$ cat src/rtl/counter_pkg.sv
// Shared definitions for the range-bounded counters.
// Provides mode and direction encodings plus an unsigned clamp helper.
package counter_pkg;

  localparam logic MODE_WRAP = 1'b0;
  localparam logic MODE_SAT  = 1'b1;

  localparam logic DIR_DOWN = 1'b0;
  localparam logic DIR_UP   = 1'b1;

  // Unsigned min(a, b). Operands are zero-extended to 32 bits by the caller,
  // so counters using it must stay at or below 31 bits.
  function automatic logic [31:0] clamp_min(input logic [31:0] a, input logic [31:0] b);
    return (a < b) ? a : b;
  endfunction

endpackage

$ cat src/rtl/step_unit.sv
// Combinational next-value logic for one counter step inside the range 0..limit.
// Ports:
//   c_i     - base count, already clamped to limit (width+1 bits)
//   s_i     - step magnitude, already clamped to limit+1 (width+1 bits)
//   limit_i - top of range, inclusive
//   up_i    - direction (DIR_UP / DIR_DOWN)
//   sat_i   - mode (MODE_SAT / MODE_WRAP)
//   next_o  - count after the step
//   ovf_o   - step left the range (wrapped or saturated)
module step_unit
  import counter_pkg::*;
#(
  parameter int unsigned width = 5
) (
  input  logic [width:0]   c_i,
  input  logic [width:0]   s_i,
  input  logic [width-1:0] limit_i,
  input  logic             up_i,
  input  logic             sat_i,
  output logic [width-1:0] next_o,
  output logic             ovf_o
);

  localparam int unsigned CW = width + 1;

  logic [width:0] limit_ext;
  logic [width:0] range_sz;
  logic [width:0] up_sum;

  // All intermediates fit in width+1 bits: c <= limit and s <= limit+1.
  assign limit_ext = CW'(limit_i);
  assign range_sz  = limit_ext + CW'(1);
  assign up_sum    = c_i + s_i;

  always_comb begin
    next_o = c_i[width-1:0];
    ovf_o  = 1'b0;
    if (up_i == DIR_UP) begin
      if (up_sum <= limit_ext) begin
        next_o = up_sum[width-1:0];
      end else begin
        ovf_o = 1'b1;
        if (sat_i == MODE_SAT) begin
          next_o = limit_i;
        end else begin
          next_o = width'(up_sum - range_sz);
        end
      end
    end else begin
      if (s_i <= c_i) begin
        next_o = width'(c_i - s_i);
      end else begin
        ovf_o = 1'b1;
        if (sat_i == MODE_SAT) begin
          next_o = '0;
        end else begin
          next_o = width'(c_i + range_sz - s_i);
        end
      end
    end
  end

endmodule

$ cat src/rtl/mod_counter.sv
// Loadable up/down counter with programmable step and range 0..limit,
// wrap or saturate at the range ends.
// Ports:
//   clk, rst       - clock, synchronous active-high reset
//   load, cnt_in   - load cnt_in clamped to limit (beats enab)
//   enab           - apply one step
//   up, sat, step  - direction, saturate mode, step magnitude (0 = hold)
//   limit          - inclusive top of range
//   cnt_out        - registered count
//   evt            - registered pulse: the last step left the range
//   ovf            - sticky copy of evt, cleared by rst or load
//   at_end         - combinational: count sits at the end it is heading for
// step_w must not exceed width; width must not exceed 31.
module mod_counter
  import counter_pkg::*;
#(
  parameter int unsigned width  = 5,
  parameter int unsigned step_w = 2
) (
  input  logic              clk,
  input  logic              rst,
  input  logic              load,
  input  logic              enab,
  input  logic              up,
  input  logic              sat,
  input  logic [step_w-1:0] step,
  input  logic [width-1:0]  limit,
  input  logic [width-1:0]  cnt_in,
  output logic [width-1:0]  cnt_out,
  output logic              evt,
  output logic              ovf,
  output logic              at_end
);

  localparam int unsigned CW = width + 1;

  logic [width-1:0] cnt_q, cnt_d;
  logic             evt_q, evt_d;
  logic             ovf_q, ovf_d;

  logic [width:0]   base_c;
  logic [width:0]   limit_p1;
  logic [width:0]   step_s;
  logic [width-1:0] step_next;
  logic             step_ovf;

  // A limit lowered below the current count is absorbed by clamping the base.
  assign base_c   = CW'(clamp_min(32'(cnt_q), 32'(limit)));
  assign limit_p1 = CW'(limit) + CW'(1);
  // A step larger than the whole range behaves as exactly one full lap.
  assign step_s   = CW'(clamp_min(32'(step), 32'(limit_p1)));

  step_unit #(
    .width (width)
  ) u_step_unit (
    .c_i     (base_c),
    .s_i     (step_s),
    .limit_i (limit),
    .up_i    (up),
    .sat_i   (sat),
    .next_o  (step_next),
    .ovf_o   (step_ovf)
  );

  always_comb begin
    cnt_d = cnt_q;
    evt_d = 1'b0;
    ovf_d = ovf_q;
    if (load) begin
      cnt_d = width'(clamp_min(32'(cnt_in), 32'(limit)));
      ovf_d = 1'b0;
    end else if (enab) begin
      cnt_d = step_next;
      evt_d = step_ovf;
      ovf_d = ovf_q | step_ovf;
    end
  end

  always_ff @(posedge clk) begin
    if (rst) begin
      cnt_q <= '0;
      evt_q <= 1'b0;
      ovf_q <= 1'b0;
    end else begin
      cnt_q <= cnt_d;
      evt_q <= evt_d;
      ovf_q <= ovf_d;
    end
  end

  assign cnt_out = cnt_q;
  assign evt     = evt_q;
  assign ovf     = ovf_q;
  assign at_end  = (up == DIR_UP) ? (cnt_q == limit) : (cnt_q == '0);

endmodule

$ cat config.mk
export PLATFORM = sky130hd
export DESIGN_NAME = mod_counter
export DESIGN_NICKNAME = d
export VERILOG_FILES = /design/src/rtl/counter_pkg.sv /design/src/rtl/step_unit.sv /design/src/rtl/mod_counter.sv
export SDC_FILE = /design/constraint.sdc
export NUM_CORES = 1
export LEC_CHECK = 0
export CORE_MARGIN = 10
export CORE_UTILIZATION = 30
export DETAILED_ROUTE_END_ITERATION = 7
export PLACE_DENSITY_LB_ADDON = 0.3
export REMOVE_ABC_BUFFERS = 1
export SKIP_LAST_GASP = 1
export SLEW_MARGIN = 20
export SYNTH_ARGS = -nofsm -noshare
export SYNTH_HDL_FRONTEND = slang
export SYNTH_SLANG_ARGS = --single-unit
$ cat constraint.sdc
create_clock -name clk -period 8.13 [get_ports clk]
set_input_delay 1.2195 -clock clk [delete_from_list [all_inputs] [get_ports clk]]
set_output_delay 1.2195 -clock clk [all_outputs]
set_load 0.01 [all_outputs]
Word level (Yosys, flattened, before mapping)
Index checks and enable logic that the tools add are counted.

Register bits: 7. Input bits: 18.

Add/subtract/negate cells: 6. Order comparisons: 5. Eq/ne operators: 1. Multiplexer cells: 14. Bitwise operators: 2. Reduce and logical (&&, ||, !) cells: 4.

Operators by type and width (number): $mux 5 (9); $sub 5x5->5 (3); $le 6x5->1 (2); $lt 5x5->1 (2); $add 5x1->6 const B (1); $add 5x6->6 (1); $lt 2x6->1 (1); $mux 6 (1); $add 5x5->5 (1); $eq 5x5->1 (1); $logic_not 5->1 (1); $mux 1 (4); $reduce_or 3->1 (1); $reduce_bool 2->1 (1); $reduce_or 2->1 (1); $not 1->1 (1); $or 1x1->1 (1).

Longest topological paths before layout
Depth in word-level cells: 10. Mapped depth: 23.

By module
From an unflattened synthesis, not the netlist that was laid out.

Cells, all modules: 259. Area total of the unflattened synthesis: 2134.5 um^2.

By module, submodules not included: step_unit (instances 1, cells each 173, area each 1360.1 um^2, seq. area each 0.0 um^2); mod_counter (instances 1, cells each 86, area each 774.5 um^2, seq. area each 140.1 um^2).

Worst setup path before layout
No wires, ideal clock.

Kind: input to register. Start: in limit[0]. End: reg cnt_q[2] (netlist: cnt_out[2]). Setup time: 86 ps. Arrival: 5283 ps. Data required time: 8044 ps. Slack: 2760 ps. Stages on the path: 18. Cells stage by stage: ha_1 -> inv_1 -> ha_1 -> o21a_1 -> o21ai_0 -> nor3_1 -> mux2i_1 -> ha_1 -> nor3b_2 -> nor3_2 -> xnor2_1 -> ha_1 -> a211oi_1 -> a21oi_1 -> nor2_4 -> mux2i_1 -> a221o_1 -> a221oi_2.

Longest elaborated chain between the ends: 10. Elaborated cells on any way between the ends: 21.

Ends and longest elaborated chain: from (decl) (RTL line mod_counter.sv:27) `input logic [width-1:0] limit,`; $add 5x1->6 (RTL line step_unit.sv:32) `assign range_sz = limit_ext + CW'(1);`; $lt 2x6->1 (RTL line counter_pkg.sv:14) `return (a < b) ? a : b;`; $mux 6 (RTL line counter_pkg.sv:14); $add 5x6->6 (RTL line step_unit.sv:33) `assign up_sum = c_i + s_i;`; $sub 5x5->5 (RTL line step_unit.sv:46) `next_o = width'(up_sum - range_sz);`; $mux 5 (RTL line step_unit.sv:43) `if (sat_i == MODE_SAT) begin`; $mux 5 (RTL line step_unit.sv:39) `if (up_sum <= limit_ext) begin`; $mux 5 (RTL line step_unit.sv:38) `if (up_i == DIR_UP) begin`; $mux 5 (RTL line mod_counter.sv:72) `end else if (enab) begin`; $mux 5 (*) (RTL line mod_counter.sv:69) `if (load) begin`; to (signal assigned) (RTL line mod_counter.sv:85) `cnt_q <= cnt_d;`; to (decl) (RTL line mod_counter.sv:37) `logic [width-1:0] cnt_q, cnt_d;`.

Every way passes the cells marked *; elsewhere a longest branch is shown, timed or not. The select of a mux whose other input is x is not followed. A chain may end at the register's enable or synchronous reset.

Worst setup path in the final report
Ends and elaborated chain as after synthesis.

==> out/results.txt <==
Req. time, crit path -> 8.27 ns
Critical register-to-register path startpoint -> cnt_out[1]
Antenna Nets Post-Route -> 0
Total GRT Usage -> 10.3%
PwrDens -> 216 nW/um^2
Layout cells sized above 1 -> 6.72%
R2R cell count -> 18
TritonCTS clock tree -> yes
Mean Syn Cell Area -> 8.40 sq um
Crit Path Max Fanout -> 13
Cells after Synth -> 239
Synthesis Warnings -> 0
Max Freq -> 158 MHz
Post-Route Utilization -> 36.8%
Crit path DAT -> 6.46 ns
FF/Latch Area -> 140 sq um
Outcome -> completed
Final Setup Violations -> 0
Async SR Flop Fraction -> 0%
# diodes -> 0
Crit Path Class -> in -> reg
Vias per cell -> 4.99
Clk sink count -> 7
RSZ-0062 raised after global routing -> no
Vias in the first global route -> 1846
IO Port Bufs -> 25
Clock latency on the worst-skew pair -> 0.23 ns
Initial antenna violation count -> 0
Rows -> 29
Worst hold path class -> reg -> reg
Seq cells post-synth -> 7
Relative slew slack -> 52.3%
DRT iter0 DRCs -> 75
Total setup buffers inserted after CTS -> 0
DR pass1 iterations -> 4
Non-Filler Instances -> 345
Multi-input gate area -> 1710 sq um
Hold Path Stages -> 1
Crit share post-route -> 77.7%
Area after DPL -> 2320 sq um
Setup TNS -> 0 ns
CTS Hold Buffers Added -> 0
Detailed-route via count -> 1721
Worst R2R End -> cnt_out[2]
Area delta synth->final -> 17.7%
Total grt overflow -> 0
Die outline width -> 102 microns
# Max-Cap Violations -> 0
Largest net degree at the start of global routing -> 17
Minimum clock period -> 6.32 ns
Drt drc -> 0
Die H -> 102 microns
I/O Pins -> 26
Most used DFF post-synth -> dfxtp_1
Min-delay src -> ovf
DR WL met3 -> 187 microns
First-pass GRT wire length -> 8940 microns
Core box area -> 6420 sq um
Final instance area -> 2360 sq um
Number of synthesized flops with an enable pin -> 0
H-tree depth -> 1
Clk buf depth -> 2
Gpl congestion -> 0.955
FILL cells -> 653
Cts repair resizes -> 0
Syn Std Cell Area -> 2010 sq um
Die area -> 10400 sq um
Met2 WL -> 2390 microns
Slew Limit Fails -> 0
Uppermost layer routed -> met4
Min Hold Slack -> 0.496 ns
Leakage -> 1.10 nW
CTS buffer count -> 3
Final Hold Vio Count -> 0
Startpoint class of the critical path -> input port
Clk root buf -> clkbuf_8
Count of cell types in the netlist -> 49
Worst VDD drop -> 0.0612 mV
M1 WL -> 2530 microns
WL per Instance -> 15.0 microns
Starting Density -> 31.3%
Clk_skew -> 0.00280 ns
Post-synthesis sequential area ratio -> 6.98%
Flop-to-flop setup slack -> 3.30 ns
Final Net Count -> 333
Hold Path End -> ovf
Worst-Margin Slew -> 0.696 ns
Post-placement cell count -> 341
Total routed wirelength -> 5170 microns
Hpwl dp -> 4420 microns
Critical Path Sink Type -> register
CTS clk-pin slew, worst paths -> 0.04 ns
area by class of cell:
cell class                      instances  share of cell area (%)
Clock buffer                            3                    1.75
Clock inverter                          1                   0.212
Inverter                               29                    4.61
Multi-Input combinational cell        202                    72.5
Sequential cell                         7                    5.93
Tap cell                               77                    4.08
Timing Repair Buffer                   26                    10.9
Yosys cell counts (3+ instances only):
cell      count  area (sq um)
ha_1         40           500
nand2b_1      3          18.8
mux2_2        4          45.0
a21o_1        7          52.6
nor3_1        4          20.0
nor2_1       10          37.5
nor2b_1       4          25.0
buf_6         3          33.8
mux2i_1      13           130
nand2_1       9          33.8
a211oi_1      5          37.5
inv_1        29           109
fa_1          6           120
o21bai_1      4          30.0
o21a_1        5          37.5
dfxtp_1       7           140
o21ai_0      15          75.1
xnor2_1      12           105
a21oi_1      17          85.1
xor2_1        6          52.6
layout by cell type, fill, tap and decap left out, types with 2 or more instances in the layout:
| cell type | n |
|---|---|
| and3_1 | 2 |
| a21o_1 | 7 |
| a211oi_1 | 5 |
| fa_1 | 6 |
| mux2i_1 | 13 |
| mux2_2 | 4 |
| xor2_1 | 6 |
| nor3_1 | 4 |
| clkbuf_8 | 3 |
| nand2b_1 | 3 |
| o211ai_1 | 2 |
| a21oi_1 | 17 |
| nand3_1 | 2 |
| inv_1 | 29 |
| a21oi_2 | 2 |
| xnor2_1 | 12 |
| nand4b_1 | 2 |
| clkdlybuf4s50_1 | 25 |
| o21ai_0 | 15 |
| ha_1 | 40 |
| dfxtp_1 | 7 |
| nand2_1 | 9 |
| o21bai_1 | 4 |
| nor2_1 | 10 |
| nor2b_1 | 4 |
| conb_1 | 9 |
| o21a_1 | 5 |
metrics by stage:
stage                     power (mW)  setup WS, ns
final                          0.510          1.81
after global routing           0.566          1.37
after CTS                      0.510          1.78
after detailed placement       0.456          1.56
after global placement         0.458          1.47
after floorplan                0.354          2.76
flip-flops by register name, summed over array words and instances (netlist names):
name / count
cnt_out: 5
ovf: 1
evt: 1
cells by family after synthesis:
kind of cell | Yosys count | share of synthesized area [%]
simple gates | 45 | 13.1
buf+inv | 37 | 8.97
xor+xnor | 18 | 7.85
mux | 17 | 8.72
other cells | 2 | 0.374
compound gates | 67 | 23.1
flops | 7 | 6.98
fa+ha+maj | 46 | 30.9
worst max path at each step:
stage,startpoint,to,cells after the start
after floorplan,limit[0],cnt_out[2],18
after global placement,limit[0],cnt_out[2],20
after detailed placement,limit[0],cnt_out[2],20
after CTS,limit[0],cnt_out[2],20
after global routing,limit[0],cnt_out[2],20
final,limit[0],cnt_out[2],20
power breakdown:
part	leakage (nW)	internal [mW]	switching, mW	total (mW)
sequential	0.0580	0.0394	0.00632	0.0457
clock	0.0255	0.0333	0.0162	0.0494
combinational	1.02	0.186	0.228	0.415
total	1.10	0.259	0.251	0.510
critical path: stages:
cell and delay (ns):
clkdlybuf4s50_1 0.40, buf_4 0.18, ha_1 0.36, inv_1 0.12, ha_1 0.29, o21a_1 0.11, o21ai_0 0.07, nor3_1 0.35
mux2i_1 0.66, ha_1 0.39, nor3b_2 0.19, nor3_2 0.08, xnor2_1 0.32, ha_1 0.33, a211oi_1 0.25, a21oi_1 0.18
nor2_4 0.23, mux2i_1 0.10, a221o_1 0.38, a221oi_2 0.23
routing by layer:
| layer | up-vias | GRT usage (%) |
|---|---|---|
| met3 | 4 | 1.21 |
| met1 | 793 | 13.7 |
| li1 | 894 | - |
| met4 | 0 | 2.28 |
| met5 | - | 0 |
| met2 | 30 | 17.5 |
No activity file was read; power rests on OpenSTA's default activity.
